## config.mk

```make
export PLATFORM = sky130hd
export DESIGN_NAME = wb_port_arbiter
export DESIGN_NICKNAME = d
export VERILOG_FILES = /design/src/rtl/wb_port_arbiter_pkg.sv /design/src/rtl/MUX2_1_64.sv /design/src/rtl/wb_port_arbiter.sv
export SDC_FILE = /design/constraint.sdc
export NUM_CORES = 1
export LEC_CHECK = 0
export CAP_MARGIN = 20
export CORE_MARGIN = 5
export CORE_UTILIZATION = 36
export DETAILED_ROUTE_END_ITERATION = 7
export GPL_ROUTABILITY_DRIVEN = 0
export GPL_TIMING_DRIVEN = 0
export HOLD_SLACK_MARGIN = 0.15
export PLACE_DENSITY = 0.83
export SKIP_LAST_GASP = 1
export SLEW_MARGIN = 20
export SYNTH_ARGS = -nofsm -noshare
export SYNTH_HDL_FRONTEND = slang
export SYNTH_HIERARCHICAL = 1
export SYNTH_SLANG_ARGS = --single-unit
```

## constraint.sdc

```tcl
create_clock -name clk -period 1.9 [get_ports clk]
set_input_delay 0.38 -clock clk [delete_from_list [all_inputs] [get_ports clk]]
set_output_delay 0.38 -clock clk [all_outputs]
set_load 0.01 [all_outputs]
```

## src/rtl/wb_port_arbiter_pkg.sv

```systemverilog
// Shared constants and types for the writeback port arbiter.
// Grant encoding doubles as the writeback mux select encoding.
package wb_port_arbiter_pkg;

  localparam int unsigned ZERO_REG = 31;

  typedef enum logic {
    GRANT_A = 1'b0,
    GRANT_B = 1'b1
  } grant_e;

endpackage

```

## src/rtl/MUX2_1_64.sv

```systemverilog
// Existing 2:1 writeback data mux; S=0 selects A, S=1 selects B.
module MUX2_1_64 #(
  parameter int unsigned W = 64
) (
  input  logic [W-1:0] A,
  input  logic [W-1:0] B,
  input  logic         S,
  output logic [W-1:0] Y
);

  assign Y = S ? B : A;

endmodule

```

## src/rtl/wb_port_arbiter.sv

```systemverilog
// Round-robin arbiter sharing the register-file write port between the
// execute result (A) and load data (B); the selected result is registered.
module wb_port_arbiter #(
  parameter int unsigned DATA_W   = 64,
  parameter int unsigned ADDR_W   = 5,
  parameter int unsigned ZERO_REG = wb_port_arbiter_pkg::ZERO_REG,
  parameter int unsigned CNT_W    = 16
) (
  input  logic              clk,
  input  logic              reset,
  input  logic              a_valid,
  input  logic [ADDR_W-1:0] a_addr,
  input  logic [DATA_W-1:0] a_data,
  output logic              a_ready,
  input  logic              b_valid,
  input  logic [ADDR_W-1:0] b_addr,
  input  logic [DATA_W-1:0] b_data,
  output logic              b_ready,
  output logic              mux_sel,
  output logic              rf_we,
  output logic [ADDR_W-1:0] rf_waddr,
  output logic [DATA_W-1:0] rf_wdata,
  output logic              stall_a,
  output logic              stall_b,
  output logic [CNT_W-1:0]  conflict_cnt
);

  import wb_port_arbiter_pkg::*;

  localparam logic [ADDR_W-1:0] ZeroAddr = ADDR_W'(ZERO_REG);
  localparam logic [CNT_W-1:0]  CntMax   = {CNT_W{1'b1}};

  grant_e              last_grant_q, last_grant_d;
  grant_e              grant;
  logic                grant_valid;
  logic                conflict;
  logic [ADDR_W-1:0]   waddr;
  logic [DATA_W-1:0]   wdata;

  logic                rf_we_q;
  logic [ADDR_W-1:0]   rf_waddr_q;
  logic [DATA_W-1:0]   rf_wdata_q;
  logic [CNT_W-1:0]    conflict_cnt_q;

  assign conflict = a_valid & b_valid;

  // Grant is suppressed during reset so pending requests are dropped.
  always_comb begin
    grant        = GRANT_A;
    grant_valid  = 1'b0;
    last_grant_d = last_grant_q;
    if (!reset) begin
      if (conflict) begin
        grant_valid = 1'b1;
        grant       = (last_grant_q == GRANT_A) ? GRANT_B : GRANT_A;
      end else if (a_valid) begin
        grant_valid = 1'b1;
        grant       = GRANT_A;
      end else if (b_valid) begin
        grant_valid = 1'b1;
        grant       = GRANT_B;
      end
    end
    if (grant_valid) begin
      last_grant_d = grant;
    end
  end

  assign a_ready = grant_valid & (grant == GRANT_A);
  assign b_ready = grant_valid & (grant == GRANT_B);
  assign mux_sel = grant_valid & (grant == GRANT_B);
  assign stall_a = a_valid & ~a_ready;
  assign stall_b = b_valid & ~b_ready;

  assign waddr = mux_sel ? b_addr : a_addr;

  MUX2_1_64 #(
    .W (DATA_W)
  ) u_wb_mux (
    .A (a_data),
    .B (b_data),
    .S (mux_sel),
    .Y (wdata)
  );

  always_ff @(posedge clk) begin
    if (reset) begin
      last_grant_q   <= GRANT_B;
      rf_we_q        <= 1'b0;
      rf_waddr_q     <= '0;
      rf_wdata_q     <= '0;
      conflict_cnt_q <= '0;
    end else begin
      last_grant_q <= last_grant_d;
      // Writes to the zero register are acknowledged but never enabled.
      rf_we_q      <= grant_valid && (waddr != ZeroAddr);
      if (grant_valid) begin
        rf_waddr_q <= waddr;
        rf_wdata_q <= wdata;
      end
      if (conflict && (conflict_cnt_q != CntMax)) begin
        conflict_cnt_q <= conflict_cnt_q + 1'b1;
      end
    end
  end

  assign rf_we        = rf_we_q;
  assign rf_waddr     = rf_waddr_q;
  assign rf_wdata     = rf_wdata_q;
  assign conflict_cnt = conflict_cnt_q;

endmodule

```

# Yosys cells after proc, flatten, opt, wreduce, memory -nomap -nowiden
# Index checks and enable logic that the tools add are counted.
# word_totals
regBits,87
input_bits,142
out_inout_bits,91
# op_classes
n_addsub,1
n_eq_ne,2
n_mux,10
bitwise_logic,8
n_reduce_logical,2
# op_table
op,n
two-way mux 64 bit,1
"adder 16 x 1 -> 16 bit, second input constant",1
"inequality test 16 bit, second input constant",1
two-way mux 1 bit,8
bitwise AND 1 bit,5
two-way mux 5 bit,1
"inequality test 5 bit, second input constant",1
inverter 1 bit,3
logical AND 1 bit,2

# Depth between registers and ports, before layout
# Gate-level depths: netlist of the first run.
# logic_depth
word_depth,8
ltp_mapped,9

# Modules after synthesis
# The synthesis of the first run kept the hierarchy.
# modules_own_cells
module,n_inst,cells_per_inst,area_per_inst_um2
wb_port_arbiter,1,420,3369.5
MUX2_1_64,1,71,1077.3

# Least setup slack after synthesis of the first run
# Ideal clock, no wire load.
# synth_timing
kind,input port to flip-flop
start,input port reset
end,register rf_wdata_q[35] (netlist: rf_wdata[35])
arrival_ns,1.832
required_time_ns,1.768
path_slack_ns,-0.064
cell_stages,9
path_cell_list,clkbuf_1 inv_1 nand3_1 inv_2 buf_6 buf_12 mux2_4 nand2_1 a21oi_1
# synth_via
elab_chain_cells,3
elab_cells_between_ends,4
classes_between,3 x mux; 1 x bitwise
# synth_rtl
item,line,source
"start, declared",wb_port_arbiter.sv:10,"input logic reset,"
two-way mux 1 bit,wb_port_arbiter.sv:52,if (!reset) begin
bitwise AND 1 bit *,n/a,
via b_ready,wb_port_arbiter.sv:18,"output logic b_ready,"
two-way mux 64 bit *,MUX2_1_64.sv:11,assign Y = S ? B : A;
via wdata[35],wb_port_arbiter.sv:38,logic [DATA_W-1:0] wdata;
"end signal, assigned",wb_port_arbiter.sv:99,rf_wdata_q <= wdata;
"end, declared",wb_port_arbiter.sv:42,logic [DATA_W-1:0] rf_wdata_q;
# Mark *: on every way through the listed nets, which the timed path passes. The rest lies on a longest branch.
# A chain may end at the register's enable or synchronous reset.

# Worst setup path in the final report of the first run
# layout_timing
start,input port reset
end,output port a_ready
# layout_via
elab_chain_cells,3
elab_cells_between_ends,4
classes_between,2 x mux; 2 x bitwise
# layout_rtl
item,line,source
two-way mux 1 bit,wb_port_arbiter.sv:52,
inverter 1 bit,wb_port_arbiter.sv:69,assign a_ready = grant_valid & (grant == GRANT_A);
bitwise AND 1 bit *,wb_port_arbiter.sv:69,
"end, declared",wb_port_arbiter.sv:14,"output logic a_ready,"
# Every way passes the cells marked *; elsewhere a longest branch is shown, timed or not.

==> results.py, run 1 <==
metrics = {
    "route": {
        "wl_microns": 14800,
        "via_per_inst": 4.93,
        "dr.first_iter.drc_count": 177,
        "wl_per_cell_microns": 16.4,
        "vias": 4472,
        "ant_nets": 0,
        "drc": 0,
        "first_pass_iters": 6,
    },
    "power": {
        "power.switching_mw": 1.14,
        "finalPower_mw": 4.69,
        "p_comb_share_pct": 23.8,
        "p_int_mw": 3.55,
        "irDropWorstVdd_uv": 323,
        "pwr-share-clk_pct": 33.6,
        "switching_share_pct": 24.2,
        "total_leakage_power_nw": 2.88,
        "p_per_area_nw_per_um2": 645,
        "p_seq_share_pct": 42.6,
    },
    "yosys": {
        "syn_avg_cell_area_sq_um": 9.06,
        "synthDistinctLibCells": 44,
        "syn_inst": 491,
        "yosysWarnings": 6,
        "synth-seq-cells": 87,
        "syn_area_sq_um": 4450,
        "syn_nets": 634,
        "yosysSeqAreaShare_pct": 39.2,
    },
    "worst_setup_path": {
        "cp_cell_sequence": "clkbuf_2, clkbuf_1, nor3_1, dlygate4sd2_1",
        "r2r_slack_ns": 0.15,
        "critPathLaunchType": "primary input",
        "startpoint": "reset",
        "slowest_delay_ns": 0.50,
        "crit_fanout": 10,
        "crit_arrival_ns": 1.50,
        "crit_family": "buffers and inverters",
        "r2r-start": "conflict_cnt[0]$_SDFFE_PP0P_",
        "critical_path_required_ns": 1.52,
        "crit_type": "in -> out",
        "critPathBufInv": 3,
        "reg2reg_depth": 6,
        "rr_endpoint": "conflict_cnt[0]$_SDFFE_PP0P_",
        "cp-end-kind": "output pin",
        "cp_slowest_cell": "clkbuf_1",
    },
    "floorplan": {
        "coreArea_sq_um": 12100,
        "die_w_microns": 121,
        "row_count": 40,
        "initial_core_util_pct": 36.9,
        "die_area_sq_um": 14700,
        "die_h_microns": 121,
        "io_pins": 233,
    },
    "timing": {
        "period_share_pct": 99.2,
        "worst_pin_slew_ns": 0.629,
        "slew_headroom_pct": 58.1,
        "finalMaxSlewViolations": 0,
        "clock_skew_ns": 0.00328,
        "hold_violations": 0,
        "rsz0062_at_grt": "true",
        "layout_min_cycle_time_ns": 1.88,
        "setup_viol_count_final": 0,
        "finalWorstSetupSlack_ns": 0.0157,
        "max_freq_mhz": 531,
    },
    "global_routing": {
        "antenna_found_initial": 0,
        "grtUsageMet3_pct": 5.78,
        "overflow": 0,
        "grt.total_usage_pct": 19.5,
        "use_met2_pct": 35.2,
        "grt_util_met1_pct": 21.2,
        "grt_pass1_wl_microns": 22900,
        "top_usage_layer": "met2",
        "grt_pass1_vias": 4580,
        "grt_max_degree": 13,
    },
    "cts": {
        "clockBufferDepth": 2,
        "cts-root-buf": "clkbuf_16",
        "cts-hold-fix-buffers": 0,
        "numClockSinks": 87,
        "htreeDepth": 3,
        "cts_buffers": 9,
        "cts_tree": "done",
        "clk_latency_ns": 0.33,
        "clkTransAtPathRegs_ns": 0.06,
    },
    "place": {
        "port_buffers": 231,
        "dpl.hpwl_microns": 11800,
        "dpl_worst_slack_ns": -0.636,
    },
    "cells_and_area": {
        "syn2layout_area_growth_pct": 63.4,
        "finalCoreUtilization_pct": 60.2,
        "regArea_sq_um": 1740,
        "drive_gt1_share_pct": 14.7,
        "n_antenna_cell": 0,
        "nets": 878,
        "multiInputGateArea_sq_um": 2460,
        "fill_cells": 995,
    },
    "min_path": {
        "worst_hold_path.num_cells": 3,
        "hold_path_class": "in -> reg",
        "hold_path_end": "last_grant_q$_SDFFE_PP1P_",
        "worstHoldStart": "reset",
    },
    "status": {
        "status": "complete, no violations",
    },
    "flow_run": {
        "cap_violations": 0,
    },
}
==> logic make-up (layout without fill, tap and decap cells) <==
| family | after synthesis | count (layout) | share of synthesized area, % |
|---|---|---|---|
| adders and majority gates | 1 | 1 | 0.281 |
| AOI/OAI and AO/OA | 98 | 98 | 12.0 |
| and+or+nand+nor | 201 | 201 | 20.9 |
| buffers and inverters | 38 | 286 | 5.82 |
| DFF | 87 | 87 | 39.2 |
| muxes | 66 | 66 | 21.8 |
==> cell type report <==
cell class	count	share of cell area, %
flip-flops and latches	87	24.0
inverters	3	0.224
repair buffers	233	32.0
clock inverters	1	0.0689
well taps	168	2.89
plain buffers	35	3.46
clock buffers	14	3.50
multi-input cells	366	33.9
==> cells in the final DEF, fill, tap and decap left out, types with 3 or more instances in the layout <==
cell type,n
a311oi_1,5
and3_1,4
nand3_1,3
buf_12,7
clkbuf_16,9
dfxtp_1,87
o21ai_1,6
or3_1,8
clkbuf_2,5
buf_1,3
nor3_1,3
mux2_2,4
buf_2,6
o21ai_0,5
nand4_1,7
o41ai_1,3
clkdlybuf4s50_1,224
dlygate4sd2_1,4
nand2_1,145
nor2_1,10
mux2_4,60
clkbuf_1,19
a21oi_1,74
==> flip-flops by register name, summed over array words and instances (netlist names) <==
signal        flops
last_grant_q      1
rf_waddr          5
rf_we             1
conflict_cnt     16
rf_wdata         64
==> worst max-delay path by stage <==
stage	endpoint	slack (ns)	depth (start not counted)
after CTS	a_ready	-0.16	5
after floorplan	rf_wdata[35]$_SDFFE_PP0P_	0.02	9
final	a_ready	0.02	4
after detailed placement	a_ready	-0.64	6
after global routing	a_ready	-0.07	4
after global placement	mux_sel	-0.59	5
==> per-layer routing <==
metal	part of all wire, %	up-vias
met5	0	-
met4	2.6	0
met3	8.7	31
met2	51	185
met1	38	2063
li1	-	2193
==> timing repair <==
item	CTS	global route
gates resized for setup	11	11
setup buffers	0	2
setup endpoints to repair	69	50
pin swaps	0	1
==> stage by stage <==
step           TNS (ns)  instances  area (sq um)  hold slack, ns
4_1_cts          -0.304        905          7240           0.452
3_5_place_dp     -40.15        890          6970           0.444
2_1_floorplan         0        491          4450           0.455
5_1_grt         -0.0674        907          7270           0.438
3_3_place_gp     -37.65        890          6970           0.438
6_report              0        907          7270           0.411
==> cell usage after synthesis, drive strengths merged <==
library cell | instances | area share [%]
and3 | 4 | 0.56
clkbuf | 18 | 1.5
inv | 3 | 0.25
a21oi | 74 | 8.3
nand2b | 1 | 0.14
ha | 1 | 0.28
nor3 | 3 | 0.34
nor4b | 1 | 0.34
mux2 | 66 | 22
nand4 | 10 | 2.2
and2 | 2 | 0.28
or4 | 1 | 0.17
or2 | 1 | 0.14
and4 | 2 | 0.45
a31oi | 1 | 0.14
nor4 | 4 | 0.84
nor2b | 2 | 0.28
a21boi | 1 | 0.17
a41oi | 1 | 0.20
nand3b | 1 | 0.17
nand3 | 5 | 0.68
a311oi | 5 | 0.98
nor2 | 10 | 0.84
or3 | 8 | 1.1
dfxtp | 87 | 39
buf | 17 | 4.1
o21ai | 11 | 1.2
o41ai | 3 | 0.59
nand2 | 146 | 12
o311ai | 2 | 0.39
==> worst register-to-register path: stages, from the launching register on <==
cell and delay [ns]:
dfxtp_1 0.44, ha_1 0.34, nand4_1 0.14, nor4_2 0.24, buf_2 0.26, or3_1 0.13
a21oi_1 0.07
==> power groups by stage <==
stage	combinational [mW]	sequential (mW)	clock, mW
global placement	1.09	2.03	0
floorplan	0.432	2.08	0
detailed placement	1.12	2.04	0
CTS	1.12	2.00	1.63
finish	1.12	2.00	1.58
global route	1.19	2.01	1.71
Power figures use the tool's default switching activity.
==> inputs of run 2 (changes only) <==
PLACE_DENSITY = 0.75   (was 0.83)
SKIP_CTS_REPAIR_TIMING = 1   (was unset)
==> run 2 against run 1 <==
  * Count of clock-buffer cells in the layout fell by 3
  * Sequential share of layout area fell by 0.27 points
  * Sequential power about the same
  * Non-clock buffer count is 6 higher
  * Design area up 1.2%
  * Setup slack better by 0.093 ns
  * Hold slack improved by 0.019 ns
==> results.py, run 2 (synthesis results as in run 1) <==
metrics = {
    "cells_and_area": {
        "fin_area_sq_um": 7350,
        "finalCoreUtilization_pct": 60.9,
        "syn2layout_area_growth_pct": 65.3,
        "drive_gt1_share_pct": 15.7,
        "largest_reg_flops": 64,
        "n_antenna_cell": 0,
        "final_common_cell": "clkdlybuf4s50_1",
        "most-common-layout-cells": "clkdlybuf4s50_1, nand2_1, dfxtp_1, a21oi_1, mux2_4",
        "final_cells": 913,
        "nets": 884,
        "fill_cells": 1047,
    },
    "route": {
        "dr.first_iter.drc_count": 204,
        "drc": 0,
        "first_pass_iters": 4,
        "ant_nets": 0,
        "via_per_inst": 4.83,
        "wl_per_cell_microns": 15.9,
        "wl_microns": 14500,
        "vias": 4412,
    },
    "global_routing": {
        "grt_pass1_wl_microns": 22300,
        "grt_max_degree": 14,
        "antenna_found_initial": 0,
        "overflow": 0,
        "grt.total_usage_pct": 18.6,
        "grt_pass1_vias": 4545,
    },
    "power": {
        "total_leakage_power_nw": 2.97,
        "irDropWorstVdd_uv": 423,
        "finalPower_mw": 4.87,
        "p_per_area_nw_per_um2": 662,
    },
    "cts": {
        "htreeDepth": 3,
        "cts_tree": "done",
        "clk_latency_ns": 0.33,
        "clockBufferDepth": 2,
        "clkTransAtPathRegs_ns": 0.06,
        "numClockSinks": 87,
        "cts-root-buf": "clkbuf_16",
        "cts_buffers": 9,
    },
    "floorplan": {
        "coreArea_sq_um": 12100,
        "io_pins": 233,
        "initial_core_util_pct": 36.9,
        "die_h_microns": 121,
        "row_count": 40,
        "die_w_microns": 121,
        "die_area_sq_um": 14700,
    },
    "timing": {
        "worst_pin_slew_ns": 0.699,
        "layout_min_cycle_time_ns": 1.79,
        "rsz0062_at_grt": "true",
        "finalWorstSetupSlack_ns": 0.109,
        "hold_violations": 0,
        "setup_viol_count_final": 0,
        "slew_headroom_pct": 53.4,
        "finalMaxSlewViolations": 0,
        "hold_ws_ns": 0.430,
        "clock_skew_ns": 0.00393,
        "period_share_pct": 94.3,
        "max_freq_mhz": 558,
        "setup_tns_ns": 0,
    },
    "worst_setup_path": {
        "cp-end-kind": "output pin",
        "crit_type": "reg -> out",
        "crit_fanout": 7,
        "critPathBufInv": 1,
        "crit_arrival_ns": 1.41,
        "crit_family": "buffers and inverters",
        "startpoint": "conflict_cnt[8]$_SDFFE_PP0P_",
        "critical_path_required_ns": 1.52,
        "critPathLaunchType": "register",
        "cp_slowest_cell": "clkdlybuf4s50_1",
        "r2r-start": "last_grant_q$_SDFFE_PP1P_",
        "cp_cell_sequence": "clkdlybuf4s50_1",
        "slowest_delay_ns": 0.61,
    },
    "place": {
        "port_buffers": 231,
        "dpl.hpwl_microns": 11400,
        "place_inst": 890,
        "dpl_worst_slack_ns": -0.663,
        "placed_cell_area_sq_um": 6970,
    },
    "status": {
        "status": "complete, no violations",
    },
    "flow_run": {
        "cap_violations": 0,
    },
    "min_path": {
        "hold_path_class": "in -> reg",
        "worstHoldStart": "b_valid",
    },
}
run 2: cell types whose count changed in the layout (fill, tap and decap cells not counted), moves of 2 or more:
cell            change
dlygate4sd2_1       -4
clkbuf_1            -3
dlymetal6s2s_1      +4
clkbuf_2            -2
buf_4               +7
clkinv_2            +2
run 2: layout make-up:
| cell class | instances | area [sq um] | share of cell area [%] |
|---|---|---|---|
| buffer | 35 | 250 | 3.40 |
| clock buffer | 11 | 253 | 3.44 |
| clock inverter | 4 | 45.0 | 0.613 |
| inverter | 3 | 17.5 | 0.238 |
| multi-input combinational | 366 | 2460 | 33.4 |
| sequential | 87 | 1740 | 23.7 |
| tap | 168 | 210 | 2.86 |
| timing repair buffer | 239 | 2370 | 32.3 |
run 2: metal layers:
| layer | part of all wire, % | GRT usage [%] | wire length (microns) | vias up |
|---|---|---|---|---|
| met2 | 51 | 33.9 | 7450 | 149 |
| met1 | 40 | 21.0 | 5780 | 2045 |
| met4 | 1.5 | 4.69 | 212 | 0 |
| met3 | 7.4 | 5.78 | 1080 | 20 |
| li1 | - | - | - | 2198 |
| met5 | 0 | 0 | 0 | - |
run 2: final timing paths:
kind / slack (ns) / to / cells after the start
worst min register to register: 0.45 / rf_wdata[6]$_SDFFE_PP0P_ / 2
worst max-delay path: 0.11 / conflict_cnt[8] / 1
worst max register to register: 0.15 / rf_wdata[38]$_SDFFE_PP0P_ / 9
worst min-delay path: 0.43 / last_grant_q$_SDFFE_PP1P_ / 3
run 2: worst register-to-register path, stage by stage, from the launching register on:
cell	delay (ns)
dfxtp_1	0.31
nand2_1	0.10
nand3_4	0.09
buf_4	0.16
inv_4	0.10
buf_6	0.23
buf_12	0.19
mux2_4	0.31
nand2_1	0.07
a21oi_1	0.07
run 2: where the power goes:
| part | internal, mW | total, mW | switching (mW) |
|---|---|---|---|
| combinational | 0.707 | 1.12 | 0.413 |
| clock | 1.08 | 1.75 | 0.677 |
| sequential | 1.94 | 2.00 | 0.0593 |
==> inputs of run 3 (changes only) <==
CTS_CLUSTER_SIZE = 10   (was unset)
GPL_TIMING_DRIVEN = 1   (was 0)
SKIP_LAST_GASP = unset   (was 1)
==> run 3 against run 2 <==
  * Non-clock buffer count down 15
  * Sequential share of layout area up 0.26 points
  * Count of clock-buffer cells in the layout up 5
  * Combinational power about the same
  * Wire length down 1.5%
  * Highest routed layer is now met5
  * Largest cell class unchanged
  * Hold slack worse by 0.029 ns
  * Critical path depth up 6
  * Sequential cell count unchanged
  * Clock power down 7%
  * Largest power group unchanged
  * First-iteration DRC count up 7.8%
  * Register-to-register slack about the same
==> results.py, run 3 (synthesis results as in run 1) <==
metrics = {
    "floorplan": {
        "die_w_microns": 121,
        "io_pins": 233,
        "initial_core_util_pct": 36.9,
        "die_h_microns": 121,
        "row_count": 40,
        "coreArea_sq_um": 12100,
        "die_area_sq_um": 14700,
    },
    "global_routing": {
        "grt_pass1_wl_microns": 22000,
        "antenna_found_initial": 1,
        "grt.total_usage_pct": 18.6,
        "grt_pass1_vias": 4535,
        "overflow": 0,
        "grt_max_degree": 87,
    },
    "place": {
        "dpl.hpwl_microns": 10800,
        "port_buffers": 232,
    },
    "cells_and_area": {
        "syn2layout_area_growth_pct": 63.5,
        "largest_reg_flops": 64,
        "nets": 869,
        "final_common_cell": "clkdlybuf4s50_1",
        "drive_gt1_share_pct": 16.4,
        "most-common-layout-cells": "clkdlybuf4s50_1, nand2_1, dfxtp_1, a21oi_1, mux2_4",
        "n_antenna_cell": 0,
    },
    "timing": {
        "period_share_pct": 96.7,
        "rsz0062_at_grt": "true",
        "slew_headroom_pct": 55.4,
        "worst_pin_slew_ns": 0.668,
        "hold_violations": 0,
        "max_freq_mhz": 544,
        "finalMaxSlewViolations": 0,
        "setup_viol_count_final": 0,
        "hold_ws_ns": 0.401,
        "layout_min_cycle_time_ns": 1.84,
        "clock_skew_ns": 0.00554,
    },
    "min_path": {
        "hold_path_class": "in -> reg",
    },
    "power": {
        "pwr-share-clk_pct": 34.4,
        "finalPower_mw": 4.73,
        "p_seq_share_pct": 42.2,
        "p_int_mw": 3.60,
        "irDropWorstVdd_uv": 430,
        "total_leakage_power_nw": 2.93,
        "switching_share_pct": 23.9,
        "p_comb_share_pct": 23.4,
        "power.switching_mw": 1.13,
        "p_per_area_nw_per_um2": 650,
    },
    "status": {
        "status": "complete, no violations",
    },
    "cts": {
        "clk_latency_ns": 0.33,
        "htreeDepth": 3,
        "cts-root-buf": "clkbuf_16",
        "clkTransAtPathRegs_ns": 0.06,
        "cts_buffers": 9,
        "clockBufferDepth": 2,
        "cts_tree": "done",
        "numClockSinks": 87,
    },
    "worst_setup_path": {
        "crit_fanout": 6,
        "critical_path_required_ns": 2.10,
        "crit_type": "in -> reg",
        "cp-end-kind": "register",
        "crit_arrival_ns": 2.04,
        "critPathLaunchType": "primary input",
    },
    "route": {
        "vias": 4388,
        "ant_nets": 0,
        "wl_per_cell_microns": 15.9,
        "wl_microns": 14300,
        "dr.first_iter.drc_count": 220,
        "drc": 0,
        "via_per_inst": 4.88,
        "first_pass_iters": 5,
    },
    "flow_run": {
        "cap_violations": 0,
    },
}
-- run 3: changes by cell type in the layout (fill, tap and decap cells not counted), moves of 2 or more --
cell            previous run  this run
buf_12                     6         4
buf_4                      9        22
dlymetal6s2s_1             5         3
buf_2                      7         1
clkinv_2                   3         0
buf_1                      3         0
clkbuf_1                  16         5
-- run 3: critical path, cell delays in order --
cell             delay, ns
clkdlybuf4s50_1       0.49
buf_4                 0.15
and4_4                0.27
nand3_2               0.11
buf_4                 0.18
o311ai_1              0.32
o41ai_1               0.14
-- run 3: worst paths after layout --
| kind | from | to | slack, ns | cells past startpoint |
|---|---|---|---|---|
| worst min-delay path | b_valid | last_grant_q$_SDFFE_PP1P_ | 0.40 | 3 |
| worst max register to register | conflict_cnt[0]$_SDFFE_PP0P_ | conflict_cnt[13]$_SDFFE_PP0P_ | 0.14 | 5 |
| worst max-delay path | a_valid | conflict_cnt[11]$_SDFFE_PP0P_ | 0.06 | 7 |
| worst min register to register | rf_wdata[4]$_SDFFE_PP0P_ | rf_wdata[4]$_SDFFE_PP0P_ | 0.45 | 2 |
-- run 3: final cells by class --
cell class	count	area (sq um)
clock buffer	16	272
sequential	87	1740
fill	1066	4790
tap	168	210
multi-input combinational	366	2470
timing repair buffer	259	2570
inverter	3	13.8
-- run 3: per-stage QoR --
step	util (%)	instances	worst slack, ns	cell area, sq um	TNS [ns]
floorplan	-	491	0.0171	4450	0
global placement	58.0	883	-0.326	6990	-15.70
detailed placement	58.0	883	-0.398	6990	-18.65
CTS	60.2	899	-0.339	7270	-1.50
global route	60.3	899	-0.0112	7270	-0.0219
finish	60.3	899	0.0618	7270	0
-- run 3: power groups by stage --
| stage | registers (mW) | clock network [mW] | logic (mW) |
|---|---|---|---|
| after floorplan | 2.08 | 0 | 0.432 |
| after global placement | 2.03 | 0 | 1.10 |
| after detailed placement | 2.03 | 0 | 1.12 |
| after CTS | 1.99 | 1.68 | 1.12 |
| after global routing | 2.01 | 1.78 | 1.18 |
| final | 1.99 | 1.63 | 1.11 |
-- run 3: routing by layer --
metal,vias up,global-route usage [%],routed length (microns),share of wire (%)
li1,2168,-,-,-
met1,2032,19.7,5540,39
met2,158,34.5,7370,52
met3,28,5.41,1010,7.1
met4,2,7.28,364,2.5
met5,-,0,11,0.077
